**src/rtl/phold_result_writer_pkg.sv**
```systemverilog
// -----------------------------------------------------------------------------
// phold_result_writer_pkg
// Shared definitions for the PHOLD result writer: memory-channel command and
// size encodings, result-record geometry, FSM state type and an address helper.
// -----------------------------------------------------------------------------
package phold_result_writer_pkg;

    // Memory request / response command encodings
    localparam logic [2:0] MC_CMD_WRITE       = 3'd2;
    localparam logic [2:0] MC_CMD_WR_COMPLETE = 3'd3;

    // Request size encoding for a full 8-byte word
    localparam logic [1:0] MC_SIZE_8B = 2'd3;

    // Result record: three 64-bit words laid out back to back
    localparam int RESULT_WORDS = 3;
    localparam int WORD_STRIDE  = 8;

    typedef logic [1:0] idx_t;

    localparam idx_t LAST_IDX = idx_t'(RESULT_WORDS - 1);

    typedef enum logic [2:0] {
        ST_IDLE,
        ST_COUNT,
        ST_WR_REQ,
        ST_WR_RSP,
        ST_DONE
    } state_e;

    // Byte address of result word idx; 48-bit wrap, carry out discarded.
    function automatic logic [47:0] word_addr(input logic [47:0] base, input idx_t idx);
        return base + (48'(idx) * 48'(WORD_STRIDE));
    endfunction

endpackage

```
**src/rtl/phold_result_writer_if.sv**
```systemverilog
// -----------------------------------------------------------------------------
// phold_result_writer_if
// Memory request/response channel used to write the result record.
//   mc_rq_* : request  (master drives, slave asserts mc_rq_stall)
//   mc_rs_* : response (slave drives, master asserts mc_rs_stall)
// Modports: master = result writer side, slave = memory side.
// -----------------------------------------------------------------------------
interface phold_result_writer_if #(
    parameter int MC_RTNCTL_WIDTH = 32
);
    logic                       mc_rq_vld;
    logic [2:0]                 mc_rq_cmd;
    logic [3:0]                 mc_rq_scmd;
    logic [47:0]                mc_rq_vadr;
    logic [1:0]                 mc_rq_size;
    logic [MC_RTNCTL_WIDTH-1:0] mc_rq_rtnctl;
    logic [63:0]                mc_rq_data;
    logic                       mc_rq_flush;
    logic                       mc_rq_stall;

    logic                       mc_rs_vld;
    logic [2:0]                 mc_rs_cmd;
    logic [3:0]                 mc_rs_scmd;
    logic [MC_RTNCTL_WIDTH-1:0] mc_rs_rtnctl;
    logic [63:0]                mc_rs_data;
    logic                       mc_rs_stall;

    modport master (
        output mc_rq_vld, mc_rq_cmd, mc_rq_scmd, mc_rq_vadr, mc_rq_size,
               mc_rq_rtnctl, mc_rq_data, mc_rq_flush, mc_rs_stall,
        input  mc_rq_stall, mc_rs_vld, mc_rs_cmd, mc_rs_scmd, mc_rs_rtnctl,
               mc_rs_data
    );

    modport slave (
        input  mc_rq_vld, mc_rq_cmd, mc_rq_scmd, mc_rq_vadr, mc_rq_size,
               mc_rq_rtnctl, mc_rq_data, mc_rq_flush, mc_rs_stall,
        output mc_rq_stall, mc_rs_vld, mc_rs_cmd, mc_rs_scmd, mc_rs_rtnctl,
               mc_rs_data
    );
endinterface

```
**src/rtl/phold_result_writer_sat_counter.sv**
```systemverilog
// -----------------------------------------------------------------------------
// sat_counter
// Saturating up-counter with synchronous clear and count enable.
//   clk, rst_n : clock, asynchronous active-low reset (count -> 0)
//   i_clr      : load CLEAR_VAL (wins over i_en)
//   i_en       : increment by one, holding at all-ones
//   o_count    : current count
// -----------------------------------------------------------------------------
module sat_counter #(
    parameter int               WIDTH     = 32,
    parameter logic [WIDTH-1:0] CLEAR_VAL = '0
) (
    input  logic             clk,
    input  logic             rst_n,
    input  logic             i_clr,
    input  logic             i_en,
    output logic [WIDTH-1:0] o_count
);

    logic [WIDTH-1:0] r_count;

    // NOTE: sequential state uses non-blocking (<=) so every flop samples
    // pre-edge values regardless of process evaluation order.
    always_ff @(posedge clk or negedge rst_n) begin
        if (!rst_n) begin
            r_count <= '0;
        end else if (i_clr) begin
            r_count <= CLEAR_VAL;
        end else if (i_en && (r_count != '1)) begin
            r_count <= r_count + 1'b1;
        end
    end

    assign o_count = r_count;

endmodule

```
**src/rtl/phold_result_writer.sv**
```systemverilog
// -----------------------------------------------------------------------------
// phold_result_writer
// Counts simulation cycles and sent/received events between a start pulse and
// an end pulse, then writes a three-word result record to memory, one write
// outstanding at a time:
//   word0 @ addr+0  = {32'h0, cycle_cnt}
//   word1 @ addr+8  = {sent_cnt, rcv_cnt}
//   word2 @ addr+16 = gvt_final (zero-extended)
// Ports:
//   clk, rst_n                 : clock, asynchronous active-low reset
//   start                      : pulse, IDLE -> COUNT, clears counters
//   addr                       : record base address (8-byte aligned)
//   gvt                        : global virtual time, captured at end pulse
//   rtn_vld                    : pulse, COUNT -> record write-out
//   sent_msg_vld, rcv_msg_vld  : event strobes counted while in COUNT
//   mc                         : memory request/response channel (master)
//   busy                       : high whenever not IDLE
//   done                       : one-cycle pulse after the last write completes
// -----------------------------------------------------------------------------
module phold_result_writer
    import phold_result_writer_pkg::*;
#(
    parameter int MC_RTNCTL_WIDTH = 32,
    parameter int TIME_WID        = 16
) (
    input  logic                 clk,
    input  logic                 rst_n,
    input  logic                 start,
    input  logic [47:0]          addr,
    input  logic [TIME_WID-1:0]  gvt,
    input  logic                 rtn_vld,
    input  logic                 sent_msg_vld,
    input  logic                 rcv_msg_vld,
    phold_result_writer_if.master mc,
    output logic                 busy,
    output logic                 done
);

    state_e              r_state;
    state_e              w_state_nxt;
    idx_t                r_idx;
    logic [TIME_WID-1:0] r_gvt_final;
    logic [47:0]         r_base;

    logic [31:0] w_cycle_cnt;
    logic [31:0] w_sent_cnt;
    logic [31:0] w_rcv_cnt;

    logic w_clr;
    logic w_counting;
    logic w_rsp_match;
    logic w_end;

    // Response payload and scmd carry nothing a write completion needs.
    logic w_unused_rs;
    assign w_unused_rs = ^{mc.mc_rs_scmd, mc.mc_rs_data};

    assign w_clr       = (r_state == ST_IDLE) && start;
    assign w_counting  = (r_state == ST_COUNT);
    assign w_end       = w_counting && rtn_vld;
    assign w_rsp_match = (r_state == ST_WR_RSP) && mc.mc_rs_vld &&
                         (mc.mc_rs_cmd == MC_CMD_WR_COMPLETE) &&
                         (mc.mc_rs_rtnctl == MC_RTNCTL_WIDTH'(r_idx));

    // Every COUNT cycle is counted, including the one carrying rtn_vld.
    sat_counter #(.WIDTH(32)) u_cycle_cnt (
        .clk     (clk),
        .rst_n   (rst_n),
        .i_clr   (w_clr),
        .i_en    (w_counting),
        .o_count (w_cycle_cnt)
    );

    sat_counter #(.WIDTH(32)) u_sent_cnt (
        .clk     (clk),
        .rst_n   (rst_n),
        .i_clr   (w_clr),
        .i_en    (w_counting && sent_msg_vld),
        .o_count (w_sent_cnt)
    );

    sat_counter #(.WIDTH(32)) u_rcv_cnt (
        .clk     (clk),
        .rst_n   (rst_n),
        .i_clr   (w_clr),
        .i_en    (w_counting && rcv_msg_vld),
        .o_count (w_rcv_cnt)
    );

    always_ff @(posedge clk or negedge rst_n) begin
        if (!rst_n) begin
            r_state <= ST_IDLE;
        end else begin
            r_state <= w_state_nxt;
        end
    end

    // Base address is captured with gvt so the request fields cannot move
    // under a stall even if the addr input changes during write-out.
    always_ff @(posedge clk or negedge rst_n) begin
        if (!rst_n) begin
            r_idx       <= '0;
            r_gvt_final <= '0;
            r_base      <= '0;
        end else if (w_clr) begin
            r_gvt_final <= '0;
        end else if (w_end) begin
            r_idx       <= '0;
            r_gvt_final <= gvt;
            r_base      <= addr;
        end else if (w_rsp_match && (r_idx != LAST_IDX)) begin
            r_idx <= r_idx + 1'b1;
        end
    end

    // NOTE: every output of this block is given a default first so no path
    // through the case leaves a signal unassigned (which would infer a latch).
    always_comb begin
        w_state_nxt     = r_state;
        mc.mc_rq_vld    = 1'b0;
        mc.mc_rq_cmd    = MC_CMD_WRITE;
        mc.mc_rq_scmd   = 4'd0;
        mc.mc_rq_size   = MC_SIZE_8B;
        mc.mc_rq_flush  = 1'b0;
        mc.mc_rq_rtnctl = MC_RTNCTL_WIDTH'(r_idx);
        mc.mc_rq_vadr   = word_addr(r_base, r_idx);
        mc.mc_rq_data   = 64'd0;
        mc.mc_rs_stall  = 1'b0;
        busy            = (r_state != ST_IDLE);
        done            = 1'b0;

        case (r_idx)
            2'd0:    mc.mc_rq_data = {32'h0, w_cycle_cnt};
            2'd1:    mc.mc_rq_data = {w_sent_cnt, w_rcv_cnt};
            default: mc.mc_rq_data = 64'(r_gvt_final);
        endcase

        case (r_state)
            ST_IDLE: begin
                if (start) w_state_nxt = ST_COUNT;
            end
            ST_COUNT: begin
                if (rtn_vld) w_state_nxt = ST_WR_REQ;
            end
            ST_WR_REQ: begin
                mc.mc_rq_vld = 1'b1;
                if (!mc.mc_rq_stall) w_state_nxt = ST_WR_RSP;
            end
            ST_WR_RSP: begin
                if (w_rsp_match) begin
                    w_state_nxt = (r_idx == LAST_IDX) ? ST_DONE : ST_WR_REQ;
                end
            end
            ST_DONE: begin
                done        = 1'b1;
                w_state_nxt = ST_IDLE;
            end
            default: w_state_nxt = ST_IDLE;
        endcase
    end

endmodule

```
**src/flat_wrapper.sv**
```systemverilog
// flat-port wrapper written by rule: the top's interface ports become plain ports
module phold_result_writer_flat import phold_result_writer_pkg::*;
#(
    parameter int MC_RTNCTL_WIDTH = 32,
    parameter int TIME_WID        = 16
)
  (clk, rst_n, start, addr, gvt, rtn_vld, sent_msg_vld, rcv_msg_vld, busy, done, mc_mc_rq_vld, mc_mc_rq_cmd, mc_mc_rq_scmd, mc_mc_rq_vadr, mc_mc_rq_size, mc_mc_rq_rtnctl, mc_mc_rq_data, mc_mc_rq_flush, mc_mc_rs_stall, mc_mc_rq_stall, mc_mc_rs_vld, mc_mc_rs_cmd, mc_mc_rs_scmd, mc_mc_rs_rtnctl, mc_mc_rs_data);
  phold_result_writer_if #(.MC_RTNCTL_WIDTH(MC_RTNCTL_WIDTH)) mc_i ();
  input  logic clk;
  input  logic rst_n;
  input  logic start;
  input  logic [47:0] addr;
  input  logic [TIME_WID-1:0] gvt;
  input  logic rtn_vld;
  input  logic sent_msg_vld;
  input  logic rcv_msg_vld;
  output logic busy;
  output logic done;
  output wire logic [$bits(mc_i.mc_rq_vld)-1:0] mc_mc_rq_vld;
  output wire logic [$bits(mc_i.mc_rq_cmd)-1:0] mc_mc_rq_cmd;
  output wire logic [$bits(mc_i.mc_rq_scmd)-1:0] mc_mc_rq_scmd;
  output wire logic [$bits(mc_i.mc_rq_vadr)-1:0] mc_mc_rq_vadr;
  output wire logic [$bits(mc_i.mc_rq_size)-1:0] mc_mc_rq_size;
  output wire logic [$bits(mc_i.mc_rq_rtnctl)-1:0] mc_mc_rq_rtnctl;
  output wire logic [$bits(mc_i.mc_rq_data)-1:0] mc_mc_rq_data;
  output wire logic [$bits(mc_i.mc_rq_flush)-1:0] mc_mc_rq_flush;
  output wire logic [$bits(mc_i.mc_rs_stall)-1:0] mc_mc_rs_stall;
  input wire logic [$bits(mc_i.mc_rq_stall)-1:0] mc_mc_rq_stall;
  input wire logic [$bits(mc_i.mc_rs_vld)-1:0] mc_mc_rs_vld;
  input wire logic [$bits(mc_i.mc_rs_cmd)-1:0] mc_mc_rs_cmd;
  input wire logic [$bits(mc_i.mc_rs_scmd)-1:0] mc_mc_rs_scmd;
  input wire logic [$bits(mc_i.mc_rs_rtnctl)-1:0] mc_mc_rs_rtnctl;
  input wire logic [$bits(mc_i.mc_rs_data)-1:0] mc_mc_rs_data;
  assign mc_mc_rq_vld = mc_i.mc_rq_vld;
  assign mc_mc_rq_cmd = mc_i.mc_rq_cmd;
  assign mc_mc_rq_scmd = mc_i.mc_rq_scmd;
  assign mc_mc_rq_vadr = mc_i.mc_rq_vadr;
  assign mc_mc_rq_size = mc_i.mc_rq_size;
  assign mc_mc_rq_rtnctl = mc_i.mc_rq_rtnctl;
  assign mc_mc_rq_data = mc_i.mc_rq_data;
  assign mc_mc_rq_flush = mc_i.mc_rq_flush;
  assign mc_mc_rs_stall = mc_i.mc_rs_stall;
  assign mc_i.mc_rq_stall = mc_mc_rq_stall;
  assign mc_i.mc_rs_vld = mc_mc_rs_vld;
  assign mc_i.mc_rs_cmd = mc_mc_rs_cmd;
  assign mc_i.mc_rs_scmd = mc_mc_rs_scmd;
  assign mc_i.mc_rs_rtnctl = mc_mc_rs_rtnctl;
  assign mc_i.mc_rs_data = mc_mc_rs_data;
  phold_result_writer #(.MC_RTNCTL_WIDTH(MC_RTNCTL_WIDTH), .TIME_WID(TIME_WID)) u_core (.clk(clk), .rst_n(rst_n), .start(start), .addr(addr), .gvt(gvt), .rtn_vld(rtn_vld), .sent_msg_vld(sent_msg_vld), .rcv_msg_vld(rcv_msg_vld), .mc(mc_i), .busy(busy), .done(done));
endmodule
```
**config.mk**
```make
export PLATFORM = sky130hd
export DESIGN_NAME = phold_result_writer_flat
export DESIGN_NICKNAME = d
export VERILOG_FILES = /design/src/rtl/phold_result_writer_pkg.sv /design/src/rtl/phold_result_writer_if.sv /design/src/rtl/phold_result_writer_sat_counter.sv /design/src/rtl/phold_result_writer.sv /design/src/flat_wrapper.sv
export SDC_FILE = /design/constraint.sdc
export NUM_CORES = 1
export LEC_CHECK = 0
export CORE_AREA = 5 5 151 211
export DETAILED_ROUTE_END_ITERATION = 6
export DIE_AREA = 0 0 156 216
export HOLD_SLACK_MARGIN = 0.02
export RECOVER_POWER = 100
export SLEW_MARGIN = 25
export SYNTH_ARGS = -nofsm -noshare
export SYNTH_HDL_FRONTEND = slang
export SYNTH_HIERARCHICAL = 1
export SYNTH_SLANG_ARGS = --single-unit
```
**constraint.sdc**
```tcl
create_clock -name clk -period 4.2 [get_ports clk]
set_input_delay 0.63 -clock clk [delete_from_list [all_inputs] [get_ports clk]]
set_output_delay 0.63 -clock clk [all_outputs]
set_load 0.1 [all_outputs]
```
==> metrics, run 1 <==
status finished with violations; failing checks capacitance limit, slew limit; GRT Util Overall 18.5%; Seq cells post-synth 165; worst path cell trace inv_1, fa_1, nand2b_1, or3_1, or4_2, nor2_1, xor2_4, buf_8; Critical Setup Path Class reg -> out; Max stage delay on crit path 600 ps; Core Area 29700 sq um; Clock Skews 14.7 ps; syn_area_per_cell 9.39 sq um; cts hold-fix bufs 0; vias in the first global route 8681; ANT nets after route 0; Via-to-Cell Ratio 5.17; Seq/Total Area, Yosys 40.4%; PortBufs 223; largest net degree at the start of global routing 69; Slew Limit Headroom -82.6%; Post-Place Cells 1658; CTS resizes 0; mapped cell area 10200 sq um; global-route wire length before repair 49100 um; Die ar. 33700 sq um; final setup violation count 0; Initial Util 34.4%; Netlist cell types 58; EDFF count, synth 0; Worst Hold Depth 1; Synth warnings 6; DP Worst Slack 504 ps; die height 216 um; post-route clock period utilization 95.1%; cell-internal power 2740 uW; most frequent cells in the layout dfrtp_1, clkdlybuf4s50_1, nor2_1; reg2reg path depth 4; worst skew pair latency 440 ps; top cell type by total area after synthesis dfrtp_1; Critical Path RT 3570 ps; Post-Layout Cell Count 1695; H-tree depth 4; total wire length 31600 um; top cells by area, synth dfrtp_1, mux2_2, xnor2_1, nor2_1, buf_4; Reg2Reg Setup Slack 790 ps; Final Max Tran Viols 75; CP bufs+invs 2; Rows 75; placed wire-length estimate 24100 um; pwr/cell area 313 nW/um^2; fin crit period 3990 ps; commonest non-fill, non-tap cell in the layout dfrtp_1; Synth top area share 40.4%; clk root buf clkbuf_16; # IOs 333; Initial DRC Count 369; leakage 0.00566 uW; share of cells above drive strength 1 18.7%; slew at the pin with the worst max-slew slack 2740 ps; CP max FO 6; Vias 8764; gp weighted congestion 0.890; post-route cell area 13000 sq um; clk slew on worst S/H paths 70 ps; critical path capture point type output port; Final #Nets 1476; CP max-delay cell or4_2; clock power share 39.9%; Worst Slack Setup Final 207 ps; synthesized instance count 1089; top cell family by delay on the critical path simple AND/OR/NAND/NOR gates; ys flop type dfrtp_1; RSZ-0062 raised after global routing no; worst-case clock buffer depth 2; total of max-cap violations 2; total power 4090 uW; Async S/R FF share, synth 100%; CTS sink count 165; initial antenna violation count 6; CTS tree yes; WP depth 8; P&R area growth vs syn 27.5%; drt pass-1 iters 4; fmax 250 MHz; Hold Crit Class reg -> reg; area of placed instances 13000 sq um; peak supply drop 0.000230 V; Num CTS Buffers 17; Net Sw Frac 32.9%; total negative slack 0 ps; # DRC 0; Comb pwr share 18.5%; die width 156 um; final hold violations 0; postcts setup bufs 0; Routed WL per cell 18.6 um; grt total ovfl 0; share of total power in sequential cells 41.6%; Switching Power 1350 uW; crit start category flip-flop; crit path DAT 3360 ps
logic make-up (layout without fill, tap and decap cells):
logic type | Yosys count | count (layout) | synth area share [%]
fa+ha+maj | 9 | 9 | 1.17
other cells | 2 | 46 | 0.0734
flops | 165 | 165 | 40.4
simple gates | 486 | 486 | 26.5
compound gates | 156 | 156 | 11.1
xor+xnor | 84 | 84 | 7.19
mux | 65 | 65 | 7.23
buf+inv | 122 | 299 | 6.36
state kept, by name, indices dropped and copies added, names as in the netlist:
signal,cells
u_core/r_base,48
u_core/r_gvt_final,16
u_core/r_idx,2
u_core/r_state,3
u_core/u_cycle_cnt/o_count,32
u_core/u_rcv_cnt/o_count,32
u_core/u_sent_cnt/o_count,32
per-layer routing:
layer	share of wire [%]	vias to the layer above	global-route usage, %
met5	0.038	-	0
met4	3.3	2	8.00
met3	5.6	45	3.57
met2	53	256	33.2
met1	38	4256	21.2
li1	-	4205	-
cell usage after synthesis, types with 4 or more instances:
master / number
a211oi_1: 15
a21o_1: 9
a21oi_1: 36
a22o_1: 32
a22oi_1: 16
a31o_2: 6
and2_1: 45
and3_1: 24
and4_1: 6
buf_1: 4
buf_2: 7
buf_4: 47
clkbuf_1: 32
dfrtp_1: 165
ha_1: 8
inv_1: 31
mux2_2: 59
nand2_1: 88
nand2b_1: 11
nand3_1: 53
nand3_2: 4
nand3b_1: 4
nand4_1: 31
nor2_1: 100
nor2b_1: 21
nor3_1: 18
nor4_1: 19
nor4_2: 6
o21ai_0: 18
o31ai_1: 10
or3_1: 18
or4_1: 10
xnor2_1: 60
xor2_1: 24
power groups by stage:
stage	Clock (uW)	Combinational, uW	Sequential, uW
6_report	1630	757	1700
3_5_place_dp	0	808	1730
5_1_grt	1740	791	1710
3_3_place_gp	0	805	1730
2_1_floorplan	0	577	1710
4_1_cts	1680	810	1700
worst reg2reg max path, cell delays in order (launching register included):
cell and delay, ps:
dfrtp_1 480, nor2b_1 200, nor2b_1 1660, clkbuf_2 580
mux2_2 390
final cells by class:
type	count	area, sq um
Tap cell	385	482
Fill cell	2953	16700
Clock buffer	18	439
Sequential cell	165	4130
Timing Repair Buffer	236	2000
Antenna cell	5	12.5
Multi-Input combinational cell	841	5700
Clock inverter	14	163
Inverter	31	116
per-stage QoR:
step | hold slack (ps) | utilization [%]
after floorplan | 334 | -
after global routing | 513 | 43.8
final | 500 | 43.8
after CTS | 142 | 45.8
after global placement | 486 | 43.7
after detailed placement | 481 | 43.7
path summary, 6_finish.rpt:
path,start,to
setup reg to reg,u_core/r_state[1]$_DFFE_PN0P_,u_core/r_base[17]$_DFFE_PN0P_
min in group asynchronous,rst_n,u_core/r_base[35]$_DFFE_PN0P_
setup / recovery,u_core/r_idx[1]$_DFFE_PN0P_,mc_mc_rq_vadr[25]
hold reg to reg,u_core/r_gvt_final[11]$_DFFE_PN0P_,u_core/r_gvt_final[11]$_DFFE_PN0P_
max in group asynchronous,rst_n,u_core/r_idx[0]$_DFFE_PN0P_
hold / removal,u_core/r_gvt_final[11]$_DFFE_PN0P_,u_core/r_gvt_final[11]$_DFFE_PN0P_
No activity file was read; power rests on OpenSTA's default activity.
==> run 2: changes to the inputs <==
--- a/config.mk
+++ b/config.mk
@@ -9,8 +9,8 @@
 export DETAILED_ROUTE_END_ITERATION = 6
 export DIE_AREA = 0 0 156 216
 export HOLD_SLACK_MARGIN = 0.02
+export PLACE_DENSITY = 0.64
 export RECOVER_POWER = 100
-export SLEW_MARGIN = 25
 export SYNTH_ARGS = -nofsm -noshare
 export SYNTH_HDL_FRONTEND = slang
 export SYNTH_HIERARCHICAL = 1
==> constraint.sdc (replaced) <==
create_clock -name clk -period 3.7 [get_ports clk]
set_input_delay 0.555 -clock clk [delete_from_list [all_inputs] [get_ports clk]]
set_output_delay 0.555 -clock clk [all_outputs]
set_load 0.1 [all_outputs]
==> metrics, run 2 (synthesis gave the netlist of run 1 again) <==
peak supply drop 0.000298 V; worst-case clock buffer depth 2; CTS tree yes; Final Util 45.4%; ANT nets after route 0; slew at the pin with the worst max-slew slack 2340 ps; DP Worst Slack 185 ps; Antenna diodes 0; Die ar. 33700 sq um; Slew Limit Headroom -55.7%; die height 216 um; Critical Setup Path Class reg -> out; GRT Util Overall 17.5%; die width 156 um; status finished with violations; fmax 269 MHz; total of max-cap violations 2; initial antenna violation count 2; Worst Min Path Start u_core/r_gvt_final[2]$_DFFE_PN0P_; Core Area 29700 sq um; gp weighted congestion 0.833; worst skew pair latency 440 ps; commonest non-fill, non-tap cell in the layout dfrtp_1; clk root buf clkbuf_16; Vias 8830; CTS sink count 165; P&R area growth vs syn 32.0%; Num CTS Buffers 17; Critical Path RT 3140 ps; worst path cell trace ha_4, inv_2, fa_2, nand2b_4, or3_4, or4b_4, buf_12, nor2_4, xor2_4, buf_12; total wire length 30200 um; cts hold-fix bufs 0; Reg with most FFs u_core/r_base; CP max-delay cell or4b_4; final setup violation count 2; Reg2Reg Setup Slack 580 ps; RSZ-0062 raised after global routing yes; # IOs 333; critical path capture point type output port; flip-flop count of the largest register after layout 48; Worst Hold Depth 1; Max stage delay on crit path 610 ps; # DRC 0; Hold Crit Class reg -> reg; Rows 75; vias in the first global route 8731; crit path DAT 3160 ps; most frequent cells in the layout dfrtp_1, clkdlybuf4s50_1, nor2_1; CP bufs+invs 3; total negative slack -27.0 ps; Hold Path End u_core/r_gvt_final[2]$_DFFE_PN0P_; H-tree depth 4; top cell family by delay on the critical path simple AND/OR/NAND/NOR gates; PortBufs 223; clk slew on worst S/H paths 70 ps; largest net degree at the start of global routing 100; Final Max Tran Viols 157; Routed WL per cell 17.8 um; r2r endpoint u_core/r_base[16]$_DFFE_PN0P_; leakage 0.00589 uW; share of cells above drive strength 1 21.5%; Via-to-Cell Ratio 5.20; crit start category flip-flop; fin crit period 3710 ps; global-route wire length before repair 47100 um; final hold violations 0; Final #Nets 1483; Clock Skews 11.8 ps; placed wire-length estimate 22900 um; Initial Util 34.4%; Initial DRC Count 509; failing checks capacitance limit, slew limit, setup timing; crit-path most repeated cell buf_12; drt pass-1 iters 5; Worst Slack Setup Final -15.0 ps; reg2reg path depth 4; grt total ovfl 0; pwr/cell area 346 nW/um^2; post-route clock period utilization 100%; RR Startpoint u_core/r_state[1]$_DFFE_PN0P_; CP max FO 6
==> run 2: how the worst max path moves through the flow <==
stage                                            from                end  slack [ps]  cells past startpoint
after floorplan           u_core/r_idx[0]$_DFFE_PN0P_  mc_mc_rq_vadr[39]        -300                     10
after global placement    u_core/r_idx[0]$_DFFE_PN0P_  mc_mc_rq_vadr[39]         220                      9
after detailed placement  u_core/r_idx[0]$_DFFE_PN0P_  mc_mc_rq_vadr[39]         190                      9
after CTS                 u_core/r_idx[0]$_DFFE_PN0P_  mc_mc_rq_vadr[39]         -60                      9
after global routing      u_core/r_idx[0]$_DFFE_PN0P_  mc_mc_rq_vadr[35]        -120                     10
final                     u_core/r_idx[0]$_DFFE_PN0P_  mc_mc_rq_vadr[31]         -10                     10
==> run 2: layout make-up <==
class | instances | area (sq um)
Fill cell | 2885 | 16300
Clock inverter | 13 | 166
Multi-Input combinational cell | 841 | 5940
Clock buffer | 19 | 433
Timing Repair Buffer | 243 | 2220
Inverter | 31 | 116
Sequential cell | 165 | 4140
Tap cell | 385 | 482
==> run 2: worst register-to-register path: stages (launching register included) <==
cell and delay, ps:
dfrtp_1 470, nor2b_1 190, nor2b_1 570, clkbuf_2 1270
mux2_2 500
==> run 2: timing repair <==
item | CTS | global route
setup buffers | 3 | 0
setup endpoints to repair | 12 | 8
pin swaps | 5 | 3
resized for setup | 6 | 0
==> run 2: per-layer routing <==
layer	wire, um	up-vias	track usage, %
met3	1400	41	2.81
li1	-	4221	-
met4	681	4	5.20
met5	25	-	0
met2	15900	245	32.2
met1	12100	4319	20.7
==> run 2: where the power goes <==
part / internal [uW] / leakage (uW) / switching [uW]
Clock: 1020 / 0.000286 / 815
Sequential: 1860 / 0.00214 / 73.8
Combinational: 255 / 0.00346 / 643
==> run 2: stage by stage <==
stage	hold slack (ps)	instances	instance area, sq um	power, uW
2_1_floorplan	259	1128	10800	2610
3_3_place_gp	485	1662	13400	2910
3_5_place_dp	481	1662	13400	2920
4_1_cts	251	1697	14100	4780
5_1_grt	516	1697	13500	4850
6_report	500	1697	13500	4660
==> run 3: changes to the inputs <==
--- a/config.mk
+++ b/config.mk
@@ -5,9 +5,9 @@
 export SDC_FILE = /design/constraint.sdc
 export NUM_CORES = 1
 export LEC_CHECK = 0
-export CORE_AREA = 5 5 151 211
+export CORE_AREA = 2 2 148 208
 export DETAILED_ROUTE_END_ITERATION = 6
-export DIE_AREA = 0 0 156 216
+export DIE_AREA = 0 0 150 210
 export HOLD_SLACK_MARGIN = 0.02
 export PLACE_DENSITY = 0.64
 export RECOVER_POWER = 100
==> metrics, run 3 (synthesis gave the netlist of run 1 again) <==
ANT nets after route 0; CP max-delay cell or4b_4; final setup violation count 3; Final Max Tran Viols 109; Reg with most FFs u_core/r_base; Max stage delay on crit path 610 ps; Hold Crit Class reg -> reg; die width 150 um; H-tree depth 4; vias in the first global route 8503; clk root buf clkbuf_16; post-route clock period utilization 101%; Final #Nets 1484; flip-flop count of the largest register after layout 48; fin crit period 3740 ps; status finished with violations; Initial DRC Count 540; leakage 0.00590 uW; initial antenna violation count 5; Initial Util 34.5%; CTS tree yes; FF+latch area 4140 sq um; # IOs 333; crit start category flip-flop; drt pass-1 iters 5; Via-to-Cell Ratio 5.13; fmax 268 MHz; Vias 8734; Die ar. 31500 sq um; footprint of the multi-input gates 5930 sq um; Core Area 29700 sq um; CTS sink count 165; crit path DAT 3180 ps; Clock Skews 12.9 ps; most frequent cells in the layout dfrtp_1, clkdlybuf4s50_1, nor2_1; die height 210 um; cts hold-fix bufs 0; failing checks capacitance limit, slew limit, setup timing; top cell family by delay on the critical path simple AND/OR/NAND/NOR gates; worst-case clock buffer depth 2; Slew Limit Headroom -52.4%; commonest non-fill, non-tap cell in the layout dfrtp_1; Routed WL per cell 17.4 um; # DRC 0; final hold violations 0; global-route wire length before repair 46100 um; total of max-cap violations 2; RSZ-0062 raised after global routing yes; Critical Path RT 3140 ps; GRT Util Overall 18.8%; share of cells above drive strength 1 21.5%; placed wire-length estimate 22500 um; Num CTS Buffers 17; worst path cell trace ha_4, inv_2, fa_2, nand2b_4, or3_4, or4b_4, buf_12, nor2_4, xor2_4, buf_12; total wire length 29600 um; Critical Setup Path Class reg -> out; worst skew pair latency 430 ps; CP bufs+invs 3; Fill cells 2886; slew at the pin with the worst max-slew slack 2290 ps; Worst Slack Setup Final -35.7 ps; CP max FO 6; clk slew on worst S/H paths 70 ps; total negative slack -70.6 ps; P&R area growth vs syn 32.2%; area of placed instances 13500 sq um; Final Util 45.6%; gp weighted congestion 0.844; pwr/cell area 340 nW/um^2; crit-path most repeated cell buf_12; critical path capture point type output port; Rows 75; DP Worst Slack 151 ps; PortBufs 223; post-route cell area 13500 sq um; peak supply drop 0.000296 V; grt total ovfl 0; largest net degree at the start of global routing 90
==> run 3: cell count changes in the layout (fill, tap and decap cells not counted), moves of 2 or more <==
cell / delta
clkbuf_1: -2
buf_2: -10
buf_6: -5
buf_12: +3
diode_2: +3
buf_4: +6
clkbuf_4: +2
clkbuf_2: +6
==> run 3: area by class of cell <==
type,count,share of cell area (%)
clock buffers,19,3.28
repair buffers,244,16.8
flip-flops and latches,165,30.6
multi-input cells,841,43.9
diodes,3,0.0555
clock inverters,13,1.05
inverters,31,0.861
well taps,385,3.56
==> run 3: path summary, 6_finish.rpt <==
| path | slack, ps | depth (start not counted) | end | startpoint |
|---|---|---|---|---|
| setup / recovery | -40 | 10 | mc_mc_rq_vadr[31] | u_core/r_idx[0]$_DFFE_PN0P_ |
| hold / removal | 500 | 1 | u_core/r_gvt_final[9]$_DFFE_PN0P_ | u_core/r_gvt_final[9]$_DFFE_PN0P_ |
| setup reg to reg | 420 | 4 | u_core/r_base[15]$_DFFE_PN0P_ | u_core/r_state[1]$_DFFE_PN0P_ |
| hold reg to reg | 500 | 1 | u_core/r_gvt_final[9]$_DFFE_PN0P_ | u_core/r_gvt_final[9]$_DFFE_PN0P_ |
| max in group asynchronous | 660 | 2 | u_core/u_cycle_cnt/o_count[26]$_DFFE_PN0P_ | rst_n |
| min in group asynchronous | 760 | 1 | u_core/r_base[14]$_DFFE_PN0P_ | rst_n |
==> run 3: worst reg2reg max path: stages (launching register included) <==
cell and delay (ps):
dfrtp_1 480, nor2b_1 180, nor2b_1 1290, clkbuf_2 780
mux2_2 420
==> run 3: layer usage <==
layer	wire length (um)	share of wire, %	GRT usage [%]
met5	20	0.068	0
met4	637	2.2	6.15
met3	1500	5.1	3.31
met2	15500	52	34.2
met1	11900	40	22.1
==> run 3: repair_timing <==
action,4_1_cts,5_1_grt
gates cloned,0,0
pin swaps,2,2
gates resized for setup,5,2
setup endpoints to repair,14,12
endpoints found under the hold margin,0,0
setup buffers,4,1
==> run 3: per-stage QoR <==
step | hold slack, ps | power [uW] | std cells
6_report | 499 | 4600 | 1701
5_1_grt | 517 | 4780 | 1699
4_1_cts | 231 | 4720 | 1697
3_5_place_dp | 485 | 2920 | 1661
3_3_place_gp | 485 | 2910 | 1661
2_1_floorplan | 259 | 2610 | 1128
==> run 3: where the power goes <==
part           internal [uW]  switching, uW
Clock                    968            804
Sequential              1860           74.7
Combinational            257            640
==> RTL edit 1, RTL diff (flow settings as in run 1) <==
`MC_RTNCTL_WIDTH` is set to 32 in 3 places; all go to 36.
--- a/src/rtl/phold_result_writer_if.sv
+++ b/src/rtl/phold_result_writer_if.sv
@@ -6,7 +6,7 @@
 // Modports: master = result writer side, slave = memory side.
 // -----------------------------------------------------------------------------
 interface phold_result_writer_if #(
-    parameter int MC_RTNCTL_WIDTH = 32
+    parameter int MC_RTNCTL_WIDTH = 36
 );
     logic                       mc_rq_vld;
     logic [2:0]                 mc_rq_cmd;
--- a/src/rtl/phold_result_writer.sv
+++ b/src/rtl/phold_result_writer.sv
@@ -20,7 +20,7 @@
 module phold_result_writer
     import phold_result_writer_pkg::*;
 #(
-    parameter int MC_RTNCTL_WIDTH = 32,
+    parameter int MC_RTNCTL_WIDTH = 36,
     parameter int TIME_WID        = 16
 ) (
     input  logic                 clk,
--- a/src/flat_wrapper.sv
+++ b/src/flat_wrapper.sv
@@ -1,7 +1,7 @@
 // flat-port wrapper written by rule: the top's interface ports become plain ports
 module phold_result_writer_flat import phold_result_writer_pkg::*;
 #(
-    parameter int MC_RTNCTL_WIDTH = 32,
+    parameter int MC_RTNCTL_WIDTH = 36,
     parameter int TIME_WID        = 16
 )
   (clk, rst_n, start, addr, gvt, rtn_vld, sent_msg_vld, rcv_msg_vld, busy, done, mc_mc_rq_vld, mc_mc_rq_cmd, mc_mc_rq_scmd, mc_mc_rq_vadr, mc_mc_rq_size, mc_mc_rq_rtnctl, mc_mc_rq_data, mc_mc_rq_flush, mc_mc_rs_stall, mc_mc_rq_stall, mc_mc_rs_vld, mc_mc_rs_cmd, mc_mc_rs_scmd, mc_mc_rs_rtnctl, mc_mc_rs_data);
Interface: changed (resized mc_mc_rq_rtnctl and mc_mc_rs_rtnctl); port bits go from 333 to 341. The function was not compared with the original's and may differ.
==> RTL edit 1 against run 1 <==
The run still ends with capacitance limit, slew limit left; global-route usage decreased by 0.35 points; setup slack improved by 0.054 ns; die area unchanged; highest routed layer unchanged; routed wire length decreased by 2.1%; sequential cell count unchanged; area after synthesis increased by 1.7%; first-iteration DRC count increased by 20%; non-clock buffer count increased by 2; final area increased by 0.14%.
Power is not compared: it rests on default switching activity, and its combinational part moved more than twofold at a synthesized area within 25%.
==> RTL edit 1: results (changes against run 1) <==
- Hold_ws: 0.5124 ns (+0.01266 ns)
- Distinct cells, synth: 56 (-3.4%)
- Layout Skew: 0.01241 ns (-0.002278 ns)
- Outcome: finished with violations
- Post-synthesis mux area share: 7.435% (+0.20 points)
- Total track usage: 18.17% (-0.35 points)
- Maximum single-stage delay on the critical path: 1.12 ns (+0.52 ns)
- Hold Crit Start: u_core/r_base[0]
- Reg2reg end: u_core/u_cycle_cnt/o_count[8]
- Filler Cell Count: 2981 (+0.95%)
- Crit-path slowest cell: nor3_1
- Layout cell share with drive strength beyond 1: 19.16% (+0.46 points)
- Failing checks: capacitance limit, slew limit
- Largest net degree at the start of global routing: 89 (+29%)
- Synth Area in XOR/XNOR: 7.074% (-0.12 points)
- Initial DRC Count: 442 (+20%)
- Worst Reg-to-Reg Cells: 7 (+3)
- Global-route wire length before repair: 49.35 mm (+0.45%)
- Place WS: 0.8020 ns (+0.2977 ns)
- Maxcap violations: 2 (unchanged)
- Max-slew violations: 175 (+130%)
- Post-DP HPWL: 23.32 mm (-3.1%)
- Synth Area in Adders: 1.155% (-0.019 points)
- # nets final: 1506 (+2.0%)
- IO buf count: 227 (+1.8%)
- Flop2flop setup slack: 0.82 ns (+0.03 ns)
- Hold EP: u_core/r_base[0]
==> RTL edit 1: cell count changes in the layout (fill, tap and decap cells not counted), moves of 7 or more <==
cell             run 1  this run
a22o_1              32        16
and3_1              24        34
buf_12              16         6
clkbuf_2            68        79
nand2_1             88       107
nand3_1             53        46
nand4_1             31        47
nor2_1              99        88
o21ai_0             18        31
==> RTL edit 1: cell families after synthesis <==
kind of cell / Yosys count
flip-flops: 165
XOR/XNOR: 84
multiplexers: 68
other: 2
AND/OR/NAND/NOR: 506
buffers and inverters: 127
adder cells (fa/ha/maj): 9
AO/OA/AOI/OAI: 154
==> RTL edit 1: final cells by class <==
| cell class | count | share of cell area (%) |
|---|---|---|
| inverters | 30 | 0.8722 |
| diodes | 1 | 0.01917 |
| well taps | 385 | 3.690 |
| flip-flops and latches | 165 | 31.63 |
| clock inverters | 15 | 1.467 |
| repair buffers | 238 | 14.43 |
| clock buffers | 17 | 3.259 |
| multi-input cells | 866 | 44.63 |
==> RTL edit 1: power groups by stage <==
stage	combinational [mW]	clock [mW]	sequential (mW)
global placement	3.11	0	2.16
detailed placement	3.12	0	2.17
finish	2.83	1.67	2.14
CTS	3.13	1.72	2.14
floorplan	2.33	0	2.09
global route	2.96	1.78	2.19
==> RTL edit 1: stage by stage <==
stage	util, %	instances	power (mW)	cell area (um2)
floorplan	-	1158	4.424	10710
global placement	43.68	1684	5.277	13000
detailed placement	43.68	1684	5.294	13000
CTS	45.76	1716	6.999	13610
global route	43.87	1716	6.929	13050
finish	43.88	1717	6.648	13050
==> RTL edit 1: metal layers <==
| metal | share of wire [%] | up-vias | wire [um] | GRT usage [%] |
|---|---|---|---|---|
| met5 | 0.19 | - | 60 | 0 |
| met4 | 1.7 | 10 | 534 | 4.934 |
| met3 | 7.3 | 39 | 2267 | 5.892 |
| met2 | 51 | 249 | 15880 | 31.61 |
| met1 | 39 | 4321 | 12190 | 21.38 |
| li1 | - | 4280 | - | - |
==> RTL edit 1: how the worst max path moves through the flow <==
stage                startpoint                 to  cells past startpoint
2_1_floorplan   u_core/r_idx[0]  mc_mc_rq_vadr[40]                      5
3_3_place_gp    u_core/r_idx[0]  mc_mc_rq_vadr[19]                      7
3_5_place_dp    u_core/r_idx[0]  mc_mc_rq_vadr[19]                      7
4_1_cts         u_core/r_idx[0]  mc_mc_rq_vadr[19]                      7
5_1_grt        u_core/r_base[9]  mc_mc_rq_vadr[34]                      5
6_report       u_core/r_base[9]  mc_mc_rq_vadr[38]                      5
==> RTL edit 2, RTL diff (flow settings as in run 1) <==
Without the edit above. Encoding of `state_e`: now Gray code (3 bits for 5 states).
--- a/src/rtl/phold_result_writer_pkg.sv
+++ b/src/rtl/phold_result_writer_pkg.sv
@@ -21,11 +21,11 @@
     localparam idx_t LAST_IDX = idx_t'(RESULT_WORDS - 1);
 
     typedef enum logic [2:0] {
-        ST_IDLE,
-        ST_COUNT,
-        ST_WR_REQ,
-        ST_WR_RSP,
-        ST_DONE
+        ST_IDLE   = 3'b000,
+        ST_COUNT  = 3'b001,
+        ST_WR_REQ = 3'b011,
+        ST_WR_RSP = 3'b010,
+        ST_DONE   = 3'b110
     } state_e;
 
     // Byte address of result word idx; 48-bit wrap, carry out discarded.
Function: same outputs for any inputs over 4 cycles, from zero or initial values and one cycle with rst_n low; so few cycles prove little.
==> RTL edit 2 against run 1 <==
The run still ends with capacitance limit, slew limit left; final area down 0.92%; global-route usage about the same; first-iteration DRC count grew 29%; area after synthesis rose by 1.1%; sequential cell count unchanged; critical path type unchanged; routed wire length rose by 0.54%; setup slack better by 0.014 ns; sequential share of layout area up 0.28 points.
Power is not compared: it rests on default switching activity, and its combinational part moved more than twofold at a synthesized area within 25%.
==> RTL edit 2: results (changes against run 1) <==
- Layout Skew: 0.01019 ns (-0.004497 ns)
- Hold EP: u_core/r_base[2]
- CP arrival: 3.35 ns (about the same)
- Layout cell share with drive strength beyond 1: 14.57% (-4.1 points)
- CP top delay family: simple AND/OR/NAND/NOR gates
- Async SR Flop Fraction: 100.0% (unchanged)
- Largest register FFs: 48 (unchanged)
- Synth Area in XOR/XNOR: 7.119% (-0.075 points)
- Worst-case vdd ir drop: approximately 570 uV
- Hold Crit Start: u_core/r_base[2]
- DRT met1 WL: 12.69 mm (+4.9%)
- Seq/Total Area, Yosys: 39.95% (-0.42 points)
- Worst setup path end: mc_mc_rq_vadr[35]
- # nets final: 1585 (+7.4%)
- Met3 WL post-DR: 1.658 mm (-5.5%)
- Maxcap violations: 2 (unchanged)
- Global-route wire length before repair: 49.62 mm (+1.0%)
- Initial DRC Count: 475 (+29%)
- Outcome: finished with violations
- Syn_area_per_cell: 8.548 um2 (-9.0%)
- Top cells by count, synth: 253 x nand2_1, 165 x dfrtp_1, 86 x nor2_1, 61 x xnor2_1, 48 x nand3_1
- Routed len/inst: 17.61 um (-5.5%)
- Multi-input gate area: 5773 um2 (+1.3%)
- Vias: 9298 (+6.1%)
- Worst Reg-to-Reg Cells: 5 (+1)
- Final Cycle Share: 94.75% (-0.33 points)
- Pre-antenna DRT Iters: 5 (+1)
- Place WS: 0.7565 ns (+0.2522 ns)
- Leading post-synthesis cells by cell area: dfrtp_1 40%, nand2_1 9.2%, xnor2_1 5.2%
- Post-synthesis mux area share: 2.458% (-4.8 points)
- CP Max Fanout: 9 (+3)
- Routability Congestion: 0.8576 (-3.6%)
- Filler Cell Count: 3007 (+1.8%)
- Met3 usage: 3.246% (-0.32 points)
- Placed instance count: 1767 (+6.6%)
- Max-slew violations: 137 (+83%)
- Synth Area in Adders: 1.162% (-0.012 points)
- Reg-to-Reg Start: u_core/r_state[2]
- Failing checks: capacitance limit, slew limit
- Distinct cells, synth: 55 (-5.2%)
- Met1 usage: 21.87% (+0.71 points)
- Final wirelength: 31.75 mm (+0.54%)
- Hold_ws: 0.4756 ns (-0.02418 ns)
- Grt met2 use: 32.45% (-0.78 points)
- Largest net degree at the start of global routing: 100 (+45%)
- Area after DPL: 12870 um2 (-1.0%)
- Relative slew slack: -72.05% (+11 points)
- Maximum single-stage delay on the critical path: 0.52 ns (-0.08 ns)
- Most frequently used flop master after synthesis: dfrtp_1
- Met2 wire len: 16.44 mm (-1.4%)
- Crit path from: u_core/r_idx[0]
- Number of global-route vias before repair: 9147 (+5.4%)
- Initial antenna violation count: 7 (+1)
- Total track usage: 18.48% (-0.035 points)
- Post-DP HPWL: 23.32 mm (-3.2%)
- Hold Crit Depth: 2 (+1)
- Synth Area in Compound Gates: 10.13% (-0.94 points)
- Crit-path slowest cell: and4_1
- Reg2reg end: u_core/r_base[39]
- Flop2flop setup slack: 1.07 ns (+0.28 ns)
-- RTL edit 2: cell types whose count changed after synthesis, sizes merged, moves of 6 or more --
| cell | before | now |
|---|---|---|
| nor3 | 21 | 15 |
| and4 | 6 | 14 |
| o21ai | 18 | 31 |
| and3 | 27 | 33 |
| mux2 | 62 | 18 |
| nand4 | 34 | 40 |
| nor2 | 100 | 86 |
| a22o | 32 | 16 |
| nand2 | 88 | 253 |
-- RTL edit 2: cell type report --
type | count | share of cell area, %
Clock inverter | 12 | 1.172
Clock buffer | 20 | 3.536
Tap cell | 385 | 3.730
Inverter | 31 | 0.9010
Timing Repair Buffer | 235 | 13.91
Sequential cell | 165 | 31.97
Multi-Input combinational cell | 951 | 44.70
Antenna cell | 4 | 0.07750
-- RTL edit 2: report_power, final --
part	leakage, nW	internal [mW]	switching (mW)	total (mW)
combinational	3.38	0.620	2.47	3.09
sequential	2.20	1.89	0.397	2.29
clock	0.296	0.966	0.678	1.64
